## src/rtl/shift_sequencer_pkg.sv

```systemverilog
// Shared types and constants for the shift_sequencer block.
// The optional SHIFT_SEQ_EARLY_EXIT_EN build uses early_exit() below.
package shift_seq_pkg;

  localparam int SHIFT_SEQ_DATA_W   = 8;
  localparam int SHIFT_SEQ_AMT_W    = 5;
  localparam int SHIFT_SEQ_STEP_W   = 3;
  localparam int SHIFT_SEQ_STEP_MAX = 7;
  localparam int SHIFT_SEQ_PASS_W   = 3;

  typedef enum logic [1:0] {
    IDLE = 2'd0,
    RUN  = 2'd1,
    HOLD = 2'd2
  } shift_seq_state_t;

  // A request whose result is known to be zero needs no shifter passes.
  function automatic logic early_exit(
    input logic [SHIFT_SEQ_DATA_W-1:0] data,
    input logic [SHIFT_SEQ_AMT_W-1:0]  amount
  );
    return (amount >= 5'(SHIFT_SEQ_DATA_W)) || (data == 8'h00);
  endfunction

endpackage

```

## src/rtl/shift_sequencer_if.sv

```systemverilog
// Request/result handshake plus barrel_shifter side-channel for shift_sequencer.
interface shift_sequencer_if
  import shift_seq_pkg::*;
#(
  parameter int DATA_W = SHIFT_SEQ_DATA_W,
  parameter int AMT_W  = SHIFT_SEQ_AMT_W,
  parameter int STEP_W = SHIFT_SEQ_STEP_W
);

  logic                        i_valid;
  logic                        o_ready;
  logic [DATA_W-1:0]           i_data;
  logic [AMT_W-1:0]            i_amount;
  logic [DATA_W-1:0]           o_bs_data;
  logic [STEP_W-1:0]           o_bs_shift_amt;
  logic [DATA_W-1:0]           i_bs_shift_data;
  logic                        o_valid;
  logic                        i_ready;
  logic [DATA_W-1:0]           o_data;
  logic [SHIFT_SEQ_PASS_W-1:0] o_passes;

  modport slave (
    input  i_valid, i_data, i_amount, i_bs_shift_data, i_ready,
    output o_ready, o_bs_data, o_bs_shift_amt, o_valid, o_data, o_passes
  );

  modport master (
    output i_valid, i_data, i_amount, i_bs_shift_data, i_ready,
    input  o_ready, o_bs_data, o_bs_shift_amt, o_valid, o_data, o_passes
  );

endinterface

```

## src/rtl/shift_sequencer_step_sel.sv

```systemverilog
// Per-pass step selection: min(remaining, STEP_MAX) and a flag marking the final pass.
module shift_step_sel
  import shift_seq_pkg::*;
#(
  parameter int AMT_W  = SHIFT_SEQ_AMT_W,
  parameter int STEP_W = SHIFT_SEQ_STEP_W
) (
  input  logic [AMT_W-1:0]  remaining,
  output logic [STEP_W-1:0] step,
  output logic              last
);

  localparam logic [AMT_W-1:0]  STEP_MAX_A = AMT_W'(SHIFT_SEQ_STEP_MAX);
  localparam logic [STEP_W-1:0] STEP_MAX_S = STEP_W'(SHIFT_SEQ_STEP_MAX);

  // Clamp the step; the pass is last when what remains fits in one step.
  always_comb begin
    step = STEP_MAX_S;
    last = 1'b0;
    if (remaining <= STEP_MAX_A) begin
      step = remaining[STEP_W-1:0];
      last = 1'b1;
    end else begin
      step = STEP_MAX_S;
      last = 1'b0;
    end
  end

endmodule

```

## src/rtl/shift_sequencer.sv

```systemverilog
// Multi-pass sequencer around an external 8-bit barrel_shifter (steps of at most 7).
// Optional build macro: SHIFT_SEQ_EARLY_EXIT_EN (zero results skip all passes).
module shift_sequencer
  import shift_seq_pkg::*;
#(
  parameter int DATA_W = SHIFT_SEQ_DATA_W,
  parameter int AMT_W  = SHIFT_SEQ_AMT_W,
  parameter int STEP_W = SHIFT_SEQ_STEP_W
) (
  input  logic               i_clk,
  input  logic               i_rst_n,
  shift_sequencer_if.slave   bus
);

  shift_seq_state_t              state_r, state_nxt_s;
  logic [DATA_W-1:0]             work_r, work_nxt_s;
  logic [AMT_W-1:0]              remaining_r, remaining_nxt_s;
  logic [SHIFT_SEQ_PASS_W-1:0]   passes_r, passes_nxt_s;
  logic [STEP_W-1:0]             step_s;
  logic                          last_s;

  shift_step_sel #(
    .AMT_W  (AMT_W),
    .STEP_W (STEP_W)
  ) u_step_sel (
    .remaining (remaining_r),
    .step      (step_s),
    .last      (last_s)
  );

  // State and datapath registers.
  always_ff @(posedge i_clk or negedge i_rst_n) begin
    if (!i_rst_n) begin
      state_r     <= IDLE;
      work_r      <= {DATA_W{1'b0}};
      remaining_r <= {AMT_W{1'b0}};
      passes_r    <= {SHIFT_SEQ_PASS_W{1'b0}};
    end else begin
      state_r     <= state_nxt_s;
      work_r      <= work_nxt_s;
      remaining_r <= remaining_nxt_s;
      passes_r    <= passes_nxt_s;
    end
  end

  // Next-state and datapath update.
  always_comb begin
    state_nxt_s     = state_r;
    work_nxt_s      = work_r;
    remaining_nxt_s = remaining_r;
    passes_nxt_s    = passes_r;
    case (state_r)
      IDLE: begin
        if (bus.i_valid) begin
          work_nxt_s      = bus.i_data;
          remaining_nxt_s = bus.i_amount;
          passes_nxt_s    = {SHIFT_SEQ_PASS_W{1'b0}};
`ifdef SHIFT_SEQ_EARLY_EXIT_EN
          if (early_exit(bus.i_data, bus.i_amount)) begin
            work_nxt_s      = {DATA_W{1'b0}};
            remaining_nxt_s = {AMT_W{1'b0}};
            state_nxt_s     = HOLD;
          end else if (bus.i_amount != {AMT_W{1'b0}}) begin
            state_nxt_s = RUN;
          end else begin
            state_nxt_s = HOLD;
          end
`else
          if (bus.i_amount != {AMT_W{1'b0}}) begin
            state_nxt_s = RUN;
          end else begin
            state_nxt_s = HOLD;
          end
`endif
        end else begin
          state_nxt_s = IDLE;
        end
      end
      RUN: begin
        // The shifter result for this pass is captured on the same edge.
        work_nxt_s      = bus.i_bs_shift_data;
        remaining_nxt_s = remaining_r - AMT_W'(step_s);
        passes_nxt_s    = passes_r + 3'd1;
        if (last_s) begin
          state_nxt_s = HOLD;
        end else begin
          state_nxt_s = RUN;
        end
      end
      HOLD: begin
        if (bus.i_ready) begin
          state_nxt_s = IDLE;
        end else begin
          state_nxt_s = HOLD;
        end
      end
      default: begin
        state_nxt_s = IDLE;
      end
    endcase
  end

  assign bus.o_ready        = (state_r == IDLE);
  assign bus.o_valid        = (state_r == HOLD);
  assign bus.o_data         = work_r;
  assign bus.o_passes       = passes_r;
  assign bus.o_bs_data      = work_r;
  assign bus.o_bs_shift_amt = (state_r == RUN) ? step_s : {STEP_W{1'b0}};

endmodule

```

## src/flat_wrapper.sv

```systemverilog
// flat-port wrapper written by rule: the top's interface ports become plain ports
module shift_sequencer_flat import shift_seq_pkg::*;
#(
  parameter int DATA_W = SHIFT_SEQ_DATA_W,
  parameter int AMT_W  = SHIFT_SEQ_AMT_W,
  parameter int STEP_W = SHIFT_SEQ_STEP_W
)
  (i_clk, i_rst_n, bus_i_valid, bus_i_data, bus_i_amount, bus_i_bs_shift_data, bus_i_ready, bus_o_ready, bus_o_bs_data, bus_o_bs_shift_amt, bus_o_valid, bus_o_data, bus_o_passes);
  shift_sequencer_if #(.DATA_W(DATA_W), .AMT_W(AMT_W), .STEP_W(STEP_W)) bus_i ();
  input  logic i_clk;
  input  logic i_rst_n;
  input wire logic [$bits(bus_i.i_valid)-1:0] bus_i_valid;
  input wire logic [$bits(bus_i.i_data)-1:0] bus_i_data;
  input wire logic [$bits(bus_i.i_amount)-1:0] bus_i_amount;
  input wire logic [$bits(bus_i.i_bs_shift_data)-1:0] bus_i_bs_shift_data;
  input wire logic [$bits(bus_i.i_ready)-1:0] bus_i_ready;
  output wire logic [$bits(bus_i.o_ready)-1:0] bus_o_ready;
  output wire logic [$bits(bus_i.o_bs_data)-1:0] bus_o_bs_data;
  output wire logic [$bits(bus_i.o_bs_shift_amt)-1:0] bus_o_bs_shift_amt;
  output wire logic [$bits(bus_i.o_valid)-1:0] bus_o_valid;
  output wire logic [$bits(bus_i.o_data)-1:0] bus_o_data;
  output wire logic [$bits(bus_i.o_passes)-1:0] bus_o_passes;
  assign bus_i.i_valid = bus_i_valid;
  assign bus_i.i_data = bus_i_data;
  assign bus_i.i_amount = bus_i_amount;
  assign bus_i.i_bs_shift_data = bus_i_bs_shift_data;
  assign bus_i.i_ready = bus_i_ready;
  assign bus_o_ready = bus_i.o_ready;
  assign bus_o_bs_data = bus_i.o_bs_data;
  assign bus_o_bs_shift_amt = bus_i.o_bs_shift_amt;
  assign bus_o_valid = bus_i.o_valid;
  assign bus_o_data = bus_i.o_data;
  assign bus_o_passes = bus_i.o_passes;
  shift_sequencer #(.DATA_W(DATA_W), .AMT_W(AMT_W), .STEP_W(STEP_W)) u_core (.i_clk(i_clk), .i_rst_n(i_rst_n), .bus(bus_i));
endmodule
```

## config.mk

```make
export PLATFORM = sky130hd
export DESIGN_NAME = shift_sequencer_flat
export DESIGN_NICKNAME = d
export VERILOG_FILES = /design/src/rtl/shift_sequencer_pkg.sv /design/src/rtl/shift_sequencer_if.sv /design/src/rtl/shift_sequencer_step_sel.sv /design/src/rtl/shift_sequencer.sv /design/src/flat_wrapper.sv
export SDC_FILE = /design/constraint.sdc
export NUM_CORES = 1
export LEC_CHECK = 0
export ABC_AREA = 1
export CAP_MARGIN = 20
export CORE_MARGIN = 8
export CORE_UTILIZATION = 40
export CTS_BUF_LIST = sky130_fd_sc_hd__clkbuf_16
export DETAILED_ROUTE_END_ITERATION = 6
export PLACE_DENSITY = 0.77
export SLEW_MARGIN = 30
export SYNTH_ARGS = -nofsm -noshare
export SYNTH_HDL_FRONTEND = slang
export SYNTH_SLANG_ARGS = --single-unit
```

## constraint.sdc

```tcl
create_clock -name i_clk -period 1.7 [get_ports i_clk]
set_clock_uncertainty 0.1 [all_clocks]
set_input_delay 0.34 -clock i_clk [delete_from_list [all_inputs] [get_ports i_clk]]
set_output_delay 0.34 -clock i_clk [all_outputs]
set_load 0.05 [all_outputs]
```

==> results <==
-- logic make-up (layout without fill, tap and decap cells) --
family | count (synthesis) | in the layout | synth area share (%)
AO/OA/AOI/OAI | 21 | 21 | 15.0
adder cells (fa/ha/maj) | 2 | 2 | 2.39
buffers and inverters | 26 | 71 | 13.9
flip-flops | 18 | 18 | 43.1
AND/OR/NAND/NOR | 63 | 63 | 25.6
-- sequential cells by signal, indices dropped and copies added, names as in the netlist --
name                  cells
u_core.bus.o_bs_data      8
u_core.bus.o_passes       3
u_core.remaining_r        5
u_core.state_r            2
-- layout make-up --
class | count | area, µm²
multi-input cells | 86 | 488
fillers | 183 | 609
clock inverters | 1 | 3.75
well taps | 30 | 37.5
inverters | 15 | 61.3
clock buffers | 3 | 75.1
flip-flops and latches | 18 | 452
repair buffers | 52 | 751
-- how the worst max path moves through the flow --
| stage | startpoint | end | slack [ns] | depth (start not counted) |
|---|---|---|---|---|
| after floorplan | u_core.state_r[1] | bus_o_bs_shift_amt[0] | -0.08 | 4 |
| after global placement | bus_i_valid | u_core.bus.o_bs_data[6] | 0.15 | 6 |
| after detailed placement | bus_i_valid | u_core.bus.o_bs_data[2] | 0.09 | 5 |
| after CTS | u_core.state_r[1] | bus_o_bs_shift_amt[1] | 0.002 | 4 |
| after global routing | u_core.state_r[0] | bus_o_bs_shift_amt[1] | -0.05 | 5 |
| final | u_core.state_r[0] | bus_o_bs_shift_amt[1] | 0.003 | 5 |
-- worst max-delay path: cells and delay by family (launching register included) --
kind | cells | cell delay (ns)
DFF | 1 | 0.42
buffers and inverters | 3 | 0.32
AOI/OAI and AO/OA | 1 | 0.15
and+or+nand+nor | 1 | 0.11
-- routing by layer --
layer | global-route usage, % | up-vias | wire (µm)
met5 | 0 | - | 0
met4 | 4.96 | 0 | 42
met3 | 4.03 | 7 | 269
met2 | 23.7 | 51 | 1500
met1 | 16.0 | 502 | 1310
li1 | - | 509 | -
-- placed cells by master, fill, tap and decap left out, drive strengths merged --
cell,n
clkinv,1
buf,28
nor2,26
nand2,28
o21ai,3
dfrtp,18
a21oi,5
o221ai,3
nand3,9
o211ai,1
clkbuf,3
a22o,1
inv,15
clkdlybuf4s50,24
o31ai,8
ha,2
-- what timing repair did --
item	in CTS	in global routing
gates resized for setup	4	0
hold endpoints to repair	0	0
setup endpoints to repair	3	3
-- through the flow --
stage / hold slack (ns) / cell area [µm²] / setup WS [ns] / std cells / TNS (ns)
6_report: 0.332 / 1870 / 0.00288 / 205 / 0
2_1_floorplan: -0.0556 / 1060 / -0.0835 / 130 / -0.251
5_1_grt: 0.352 / 1870 / -0.0499 / 205 / -0.123
3_5_place_dp: 0.431 / 1770 / 0.0937 / 201 / 0
4_1_cts: 0.339 / 1870 / 0.00228 / 205 / 0
3_3_place_gp: 0.415 / 1770 / 0.146 / 201 / 0
==> out/metrics.sh <==
CRITPATHARRIVALTIME_NS=1.26
WORST_SKEW_PAIR.LATE_LATENCY_NS=0.25
SYNTH.CELL_AREA_UM2=1040
CTSROOTBUFFERMASTER='sky130_fd_sc_hd__clkbuf_16'
CPPEAKSTAGEDELAY_NS=0.42
CORE_BOX_AREA_UM2=2480
CP.REQUIRED_NS=1.26
SYNTH.CELLS.MOST_FREQUENT='sky130_fd_sc_hd__nand2_1, sky130_fd_sc_hd__nor2_1, sky130_fd_sc_hd__dfrtp_1'
PIN_COUNT=49
ROUTE.ANTENNA.REMAINING_NETS=0
CP_CELL_SEQUENCE='inv_2 -> nor2_4 -> inv_4 -> a21oi_4 -> buf_12'
GRT_SETUP_UNREPAIRED='true'
HOLD_PATH.CLASS='in2async'
DR.PASS1.ITERS=4
POST_SYNTH_INST_COUNT=130
HPWLAFTERDP_UM=2390
INITIAL_ANTENNA_VIOLATION_COUNT=0
CTS_NUM_SINKS=18
PLACEMENT.IO_BUFFERS=48
DRT_FIRST_ITER_VIOLATIONS=62
SYNTH-MAIN-FF-CELL='sky130_fd_sc_hd__dfrtp_1'
POST_CTS_BUFFERS=0
GRT_PASS1_WL_UM=4810
VIAS=1069
SYNTH-EDFF-COUNT=0
CPMAXSTAGEDELAYCELL='sky130_fd_sc_hd__dfrtp_1'
HOLDBUFCOUNTCTS=0
YS_ASYNC_SR_FRACTION_PCT=100
SYNTH_TOP_AREA_SHARE_PCT=43.1
OVERFLOW=0
DIE_W_UM=67.1
REGTOREGENDPOINT='u_core.remaining_r[2]'
HOLD_VIOL=0
ROUTABILITYCONGESTION=0.838
WORST_SLEW_PIN_SLEW_NS=0.258
ROUTE.DETAILED.WL_PER_INST_UM=15.2
POST_SYNTHESIS_CELL_TYPE_WITH_THE_LARGEST_COMBINED_AREA='sky130_fd_sc_hd__dfrtp_1'
AREA.GROWTH.SYNTH_TO_FINAL_PCT=78.8
CP-END-KIND='primary output'
WORST-R2R-SETUP-SLACK_NS=0.11
CP_MAX_FO=11
STD_CELL_ROWS=18
FINAL_NET_COUNT=203
FINAL-SETUP-VIOL-COUNT=0
SYNTHESIS.NETS=157
GRT_MAX_DEGREE=19
SYN_AVG_CELL_AREA_UM2=8.04
ROUTED_VIA_DENSITY=5.21
FLOORPLAN.INITIALDENSITY_PCT=42.2
GRT_PASS1_VIAS=1031
PERIOD_NEEDED_NS=1.70
HTREE_NUM_LEVELS=1
TIMING.SETUP.CRITICAL_PATH_CLASS='reg2out'
CLOCKBUFFERDEPTH=2
TRITONCTS='built'
WORST-R2R-CELL-COUNT=9
CRIT_PATH_START_KIND='flop'
UTILIZATION_PCT=75.4
POST-ROUTE-PERIOD-UTIL_PCT=99.8
REGTOREGSTARTPOINT='u_core.remaining_r[3]'
NUM_ANTENNA_CELLS=0
DIE_Y_UM=67.1
TIMING_MAX_TRANSITION_VIOLATIONS_FINAL=0
WORST_SLEW_MARGIN_REL_PCT=82.6
MAXCAPVIOLCOUNT=0
CTS_BUFS_INSERTED=3
SYNTH-SEQ-CELLS=18
YS_WARN_COUNT=0
SYNTH_SEQ_AREA_SHARE_PCT=43.1
ACHIEVABLE-FREQUENCY_MHz=589
FLOORPLAN.DIE_AREA_UM2=4500
DRC=0
DRT-TOTAL-WL_UM=3120
RESULT_OF_THE_RUN='complete, no violations'
GROUTE.USAGE.OVERALL_PCT=13.8
SYNTH.MOST_COMMON_CELL='sky130_fd_sc_hd__nand2_1'
RANKING_OF_SYNTHESIZED_CELLS_BY_AREA='sky130_fd_sc_hd__dfrtp_1, sky130_fd_sc_hd__nand2_1, sky130_fd_sc_hd__nor2_1, sky130_fd_sc_hd__buf_4, sky130_fd_sc_hd__o31ai_1'
SYNTH_CELL_TYPES=22
PATH_CLK_SLEW_NS=0.05
POST_ROUTE_CELLS_DRIVE_ABOVE_1_SHARE_PCT=24.6
Power of run 1 is left out: the tool's default activity adds up to more than one toggle a clock period on the data nets, which glitch-free logic cannot reach.
